==> src/rtl/ex_muldiv.sv <==
// ex_muldiv: iterative RV32M multiply/divide unit for the EX stage.
// Multiply is radix-2 shift-add and divide is restoring division. Both work on
// operand magnitudes and fix the sign after the last iteration.
// Optional build macro MULDIV_FAST_MUL_EN swaps the iterative multiply for a
// single-cycle product. Divide is identical in both builds.
//
// state  | meaning
// -------+-----------------------------------------------------------
// S_IDLE | waiting for start; issue decode and divide special cases
// S_MUL  | shift-add iteration, one multiplier bit per cycle
// S_DIV  | restoring divide iteration, one quotient bit per cycle
// S_DONE | result/rd_out valid, done pulse, back to idle next cycle
module ex_muldiv #(
  parameter int XLEN  = 32,
  parameter int CNT_W = 6
) (
  input  logic            clk,
  input  logic            rstn,
  input  logic            start,
  input  logic            kill,
  input  logic [2:0]      funct3,
  input  logic [XLEN-1:0] op_a,
  input  logic [XLEN-1:0] op_b,
  input  logic [4:0]      rd_in,
  output logic            busy,
  output logic            done,
  output logic [XLEN-1:0] result,
  output logic [4:0]      rd_out
);

  typedef enum logic [1:0] {S_IDLE, S_MUL, S_DIV, S_DONE} state_t;

  localparam logic [XLEN-1:0]  MIN_NEG  = {1'b1, {(XLEN-1){1'b0}}};
  localparam logic [CNT_W-1:0] LAST_CNT = CNT_W'(XLEN - 1);

  state_t            state_q, state_d;
  logic [CNT_W-1:0]  cnt_q, cnt_d;
  logic [2*XLEN-1:0] acc_q, acc_d;     // {hi, lo}: product or {remainder, quotient}
  logic [XLEN-1:0]   b_q, b_d;         // multiplicand or divisor magnitude
  logic [2:0]        f3_q, f3_d;
  logic [4:0]        rd_q, rd_d;
  logic              neg_q, neg_d;     // product / quotient needs negation
  logic              a_neg_q, a_neg_d; // remainder needs negation
  logic [XLEN-1:0]   result_q, result_d;
  logic [4:0]        rd_out_q, rd_out_d;

  logic              a_sgn, b_sgn, a_neg, b_neg;
  logic [XLEN-1:0]   abs_a, abs_b;

  logic [XLEN:0]     mul_sum;
  logic [2*XLEN-1:0] mul_step, mul_prod;
  logic [XLEN-1:0]   mul_res;
  logic [XLEN:0]     div_shift, div_diff;
  logic [2*XLEN-1:0] div_step;
  logic [XLEN-1:0]   quo, rem, div_res;

`ifdef MULDIV_FAST_MUL_EN
  logic [2*XLEN-1:0] f_prod;
  logic [XLEN-1:0]   fast_res;
`endif

  // Issue decode: operand signedness and magnitudes from the live EX operands.
  always_comb begin
    a_sgn = funct3[2] ? !funct3[0] : (funct3[1:0] == 2'b01 || funct3[1:0] == 2'b10);
    b_sgn = funct3[2] ? !funct3[0] : (funct3[1:0] == 2'b01);
    a_neg = a_sgn & op_a[XLEN-1];
    b_neg = b_sgn & op_b[XLEN-1];
    abs_a = a_neg ? -op_a : op_a;
    abs_b = b_neg ? -op_b : op_b;
  end

`ifdef MULDIV_FAST_MUL_EN
  // Single-cycle product; low 64 bits of the sign-extended operands are exact.
  always_comb begin
    f_prod   = {{XLEN{a_neg}}, op_a} * {{XLEN{b_neg}}, op_b};
    fast_res = (funct3[1:0] == 2'b00) ? f_prod[XLEN-1:0] : f_prod[2*XLEN-1:XLEN];
  end
`endif

  // One iteration step for each datapath plus the sign-corrected final results.
  always_comb begin
    mul_sum   = {1'b0, acc_q[2*XLEN-1:XLEN]} + (acc_q[0] ? {1'b0, b_q} : '0);
    mul_step  = {mul_sum, acc_q[XLEN-1:1]};
    mul_prod  = neg_q ? -mul_step : mul_step;
    mul_res   = (f3_q[1:0] == 2'b00) ? mul_prod[XLEN-1:0] : mul_prod[2*XLEN-1:XLEN];

    div_shift = {acc_q[2*XLEN-1:XLEN], acc_q[XLEN-1]};
    div_diff  = div_shift - {1'b0, b_q};
    div_step  = div_diff[XLEN] ? {div_shift[XLEN-1:0], acc_q[XLEN-2:0], 1'b0}
                               : {div_diff[XLEN-1:0],  acc_q[XLEN-2:0], 1'b1};
    quo       = div_step[XLEN-1:0];
    rem       = div_step[2*XLEN-1:XLEN];
    div_res   = f3_q[1] ? (a_neg_q ? -rem : rem) : (neg_q ? -quo : quo);
  end

  // Next-state and datapath update; kill only aborts the iterating states.
  always_comb begin
    state_d  = state_q;
    cnt_d    = cnt_q;
    acc_d    = acc_q;
    b_d      = b_q;
    f3_d     = f3_q;
    rd_d     = rd_q;
    neg_d    = neg_q;
    a_neg_d  = a_neg_q;
    result_d = result_q;
    rd_out_d = rd_out_q;

    case (state_q)
      S_IDLE: begin
        if (start && !kill) begin
          f3_d    = funct3;
          rd_d    = rd_in;
          cnt_d   = '0;
          acc_d   = {{XLEN{1'b0}}, abs_a};
          b_d     = abs_b;
          neg_d   = a_neg ^ b_neg;
          a_neg_d = a_neg;
          if (funct3[2]) begin
            if (op_b == '0) begin
              state_d  = S_DONE;
              result_d = funct3[1] ? op_a : '1;
              rd_out_d = rd_in;
            end else if (!funct3[0] && op_a == MIN_NEG && op_b == '1) begin
              state_d  = S_DONE;
              result_d = funct3[1] ? '0 : MIN_NEG;
              rd_out_d = rd_in;
            end else begin
              state_d = S_DIV;
            end
          end else begin
`ifdef MULDIV_FAST_MUL_EN
            state_d  = S_DONE;
            result_d = fast_res;
            rd_out_d = rd_in;
`else
            state_d  = S_MUL;
`endif
          end
        end
      end
      S_MUL: begin
        if (kill) begin
          state_d = S_IDLE;
        end else begin
          acc_d = mul_step;
          cnt_d = cnt_q + CNT_W'(1);
          if (cnt_q == LAST_CNT) begin
            state_d  = S_DONE;
            result_d = mul_res;
            rd_out_d = rd_q;
          end
        end
      end
      S_DIV: begin
        if (kill) begin
          state_d = S_IDLE;
        end else begin
          acc_d = div_step;
          cnt_d = cnt_q + CNT_W'(1);
          if (cnt_q == LAST_CNT) begin
            state_d  = S_DONE;
            result_d = div_res;
            rd_out_d = rd_q;
          end
        end
      end
      default: state_d = S_IDLE;
    endcase
  end

  // State and datapath registers, async active-low reset.
  always_ff @(posedge clk or negedge rstn) begin
    if (!rstn) begin
      state_q  <= S_IDLE;
      cnt_q    <= '0;
      acc_q    <= '0;
      b_q      <= '0;
      f3_q     <= '0;
      rd_q     <= '0;
      neg_q    <= 1'b0;
      a_neg_q  <= 1'b0;
      result_q <= '0;
      rd_out_q <= '0;
    end else begin
      state_q  <= state_d;
      cnt_q    <= cnt_d;
      acc_q    <= acc_d;
      b_q      <= b_d;
      f3_q     <= f3_d;
      rd_q     <= rd_d;
      neg_q    <= neg_d;
      a_neg_q  <= a_neg_d;
      result_q <= result_d;
      rd_out_q <= rd_out_d;
    end
  end

  // busy drops in DONE so ID/EX advances in the same cycle as done.
  assign busy   = (state_q == S_IDLE && start && !kill) || state_q == S_MUL || state_q == S_DIV;
  assign done   = (state_q == S_DONE);
  assign result = result_q;
  assign rd_out = rd_out_q;

endmodule
==> config.mk <==
export PLATFORM = sky130hd
export DESIGN_NAME = ex_muldiv
export DESIGN_NICKNAME = d
export VERILOG_FILES = /design/src/rtl/ex_muldiv.sv
export SDC_FILE = /design/constraint.sdc
export NUM_CORES = 1
export LEC_CHECK = 0
export CAP_MARGIN = 10
export CORE_MARGIN = 2
export CORE_UTILIZATION = 27
export CTS_CLUSTER_DIAMETER = 30
export CTS_CLUSTER_SIZE = 12
export DETAILED_ROUTE_END_ITERATION = 7
export PLACE_DENSITY_LB_ADDON = 0.15
export SLEW_MARGIN = 20
export SYNTH_ARGS = -nofsm -noshare
export SYNTH_HDL_FRONTEND = slang
export SYNTH_SLANG_ARGS = --single-unit
==> constraint.sdc <==
create_clock -name clk -period 7.8 [get_ports clk]
set_input_delay 1.56 -clock clk [delete_from_list [all_inputs] [get_ports clk]]
set_output_delay 1.56 -clock clk [all_outputs]
set_load 0.1 [all_outputs]
==> impl_metrics.tcl <==
set metrics [dict create \
    first_iter_violations 1835 \
    maxSlewHeadroom_pct 23.79 \
    max_stage_delay_ns 0.69 \
    intPower_mw 3.632 \
    p_leak_nw 7.780 \
    chipHeight_um 254.9 \
    sw_frac_of_total_pct 60.29 \
    antenna-diode-count 0 \
    seq_power_share_pct 16.9 \
    synthArstFlopShare_pct 100.0 \
    grt.total_usage_pct 24.70 \
    crit_chain "clkdlybuf4s50_1 > or4_1 > nor4_1 > or4b_2 > nor4_2 > a41oi_1 > o21a_1 > a211oi_2 > buf_4 > nand2_1 > a21oi_1 > o21ai_0 > a221oi_1 > a311oi_1" \
    wl_mm 80.23 \
    avgSynthCellArea_um2 7.347 \
    share_comb_of_total_power_pct 72.9 \
    grt_max_degree 88 \
    end_kind "flop" \
    worst_slew_pin_slew_ns 1.131 \
    synth_nets 2468 \
    period_share_pct 76.96 \
    outcome "completed" \
    core_um2 61940 \
    hold_violations 0 \
    num_rows 91 \
    place.gp.congestion 0.9885 \
    drive_gt1_share_pct 5.388 \
    powerDensity_nw_per_um2 471.1 \
    p_sw_mw 5.515 \
    drc 0 \
    clockPowerShare_pct 10.2 \
    max_freq_mhz 166.6 \
    hp-class "flop to flop" \
    clock_latency_ns 0.50 \
    cts_resized 0 \
    yosysWarnings 0 \
    grt_setup_unrepaired "no" \
    cap_violations 0 \
    antenna_found_initial 1 \
    instances_no_fill 3157 \
    postCtsHoldBufs 0 \
    seq_area_frac_synth_pct 22.08 \
    arrival_ns 6.35 \
    place_inst 3125 \
    ys_seq_elements 150 \
    skew_ns 0.01161 \
    grt_overflow 0 \
    syn_inst 2314 \
    grt_pass1_vias 17680 \
    design.portCount 115 \
    dr.pass1.iters 5 \
    slew_viol_final 0 \
    cts-buffers-inserted 17 \
    setup_tns_ns 0 \
    cp_slowest_cell "or4b_2" \
    cts_tree "done" \
    peakVddDrop_mv 0.3644 \
    dp_hpwl_mm 62.16 \
    grt_pass1_wl_mm 119.1 \
    crit_type "input port to flop" \
    cts.sinks 150 \
    initial_core_util_pct 27.45 \
    setup_viol 0 \
    final_util_pct 31.35 \
    die_width_um 254.9 \
    synth.distinct_cells 85 \
    finalCriticalPeriod_ns 6.003 \
    post-cts-setup-buffers 0 \
    path_clk_slew_ns 0.07 \
    startpoint_type "input port" \
    syn_area_um2 17000 \
    synth_edf_count 0 \
    synthFlopType "dfrtp_1" \
    ant_nets 0 \
    path_max_fanout 18 \
    cts-root-buf "clkbuf_16" \
    cts_max_level 4 \
    dieArea_um2 64990 \
    wl_per_cell_um 25.41 \
    numPortBuffers 114 \
    via_count 18376 \
    via_per_inst 5.821 \
    cp.required_ns 8.15 \
    area_growth_pct 14.21 \
    clockBufferDepth 2 \
    nNetsFinal 2461 \
]
## placed cells by master (no fill, tap or decap), types with 9 or more instances in the layout
cell type	count
o21a_1	17
xor2_1	103
ha_1	73
nor4_1	23
o21bai_1	9
and2_1	16
a31oi_1	26
nor3_1	52
or3_1	32
nand3_1	31
and4_1	9
buf_4	32
nand2_1	315
nor2_1	177
a21oi_1	155
or4_1	16
a21o_1	30
o211ai_1	27
mux2_2	13
o41ai_1	24
clkbuf_16	17
o221ai_1	15
a22oi_1	25
o21ai_0	229
clkdlybuf4s50_1	113
mux2i_1	28
xnor2_1	117
inv_1	76
dfrtp_1	149
a221oi_1	43
and3_1	23
o31ai_1	74
a211oi_1	15
or2_2	15
nand4_1	28
nand2b_1	18
## critical path: cells and delay by family
kind	cells	cell delay, ns
compound gates	7	1.37
buf+inv	2	0.77
simple gates	5	2.65
## synthesized netlist by cell type, types with 15 or more instances
cell	n	share of area [%]
nor3_1	52	1.5
o21a_1	17	0.75
o221ai_1	15	0.77
clkbuf_1	149	3.3
or4_1	16	0.71
a22oi_1	25	1.1
o41ai_1	24	1.2
a21oi_1	156	4.6
nand2_1	315	7.0
and2_1	16	0.59
xnor2_1	117	6.0
or2_2	15	0.55
o21ai_0	229	6.7
a211oi_1	15	0.66
nand2b_1	18	0.66
inv_1	77	1.7
or3_1	32	1.2
nand4_1	28	1.0
ha_1	76	5.6
o31ai_1	74	3.3
mux2i_1	28	1.6
buf_1	18	0.40
nor2_1	178	3.9
nand3_1	32	0.94
a31oi_1	26	0.96
nor4_1	24	0.88
and3_1	23	0.85
a221oi_1	43	2.2
o211ai_1	27	1.2
a21o_1	30	1.3
xor2_1	103	5.3
dfrtp_1	150	22
## registers in the layout, indices dropped and copies added (netlist names), 2 cells and up
| name | count |
|---|---|
| acc_q | 64 |
| b_q | 32 |
| cnt_q | 6 |
| f3_q | 2 |
| rd_out | 5 |
| rd_q | 5 |
| result | 32 |
| state_q | 2 |
## kinds of logic after synthesis
kind of cell	after synthesis	synth area share, %
mux	42	2.642
buf+inv	252	5.689
flops	150	22.08
compound gates	783	30.40
fa+ha+maj	78	5.829
xor+xnor	220	11.33
simple gates	789	22.02
## final timing paths
path                            slack [ns]  depth (start not counted)          to  startpoint
worst min-delay path                  0.48                          2     b_q[30]     b_q[30]
worst max register to register        1.88                         16  result[30]    acc_q[0]
max in group asynchronous             4.88                          2       neg_q        rstn
worst min register to register        0.48                          2     b_q[30]     b_q[30]
worst max-delay path                  1.80                         14  result[25]    op_b[13]
min in group asynchronous             1.18                          1   acc_q[11]        rstn
## cell type report
cell class                 instances  area (µm²)
clock buffer                      20       446.7
clock inverter                    12       168.9
fill                            6730       42520
inverter                          80       300.3
multi-input combinational       1912       12320
sequential                       150        3755
tap                              837        1047
timing repair buffer             146        1383
## power groups by stage
| stage | Sequential (mW) | Combinational (mW) | Clock, mW |
|---|---|---|---|
| 2_1_floorplan | 1.85 | 4.06 | 0 |
| 3_3_place_gp | 1.55 | 6.57 | 0 |
| 3_5_place_dp | 1.55 | 6.55 | 0 |
| 4_1_cts | 1.54 | 6.58 | 0.949 |
| 5_1_grt | 1.59 | 7.14 | 0.980 |
| 6_report | 1.55 | 6.66 | 0.933 |
## stage by stage
step / area [µm²] / power [mW] / hold slack [ns] / setup slack [ns]
floorplan: 17000 / 5.912 / 0.4498 / 1.710
global placement: 18800 / 8.114 / 0.4679 / 1.476
detailed placement: 18800 / 8.102 / 0.4708 / 1.325
CTS: 19420 / 9.068 / 0.4857 / 1.874
global route: 19420 / 9.710 / 0.5124 / 1.432
finish: 19420 / 9.146 / 0.4823 / 1.797
## routing by layer
layer  GRT usage, %  part of all wire, %  up-vias
met5              0                0.016        -
met4          7.619                  2.8        2
met3          3.702                  5.4      109
met2          39.37                   45      670
met1          34.26                   46     9121
li1               -                    -     8474
(Power assumes the default switching activity.)
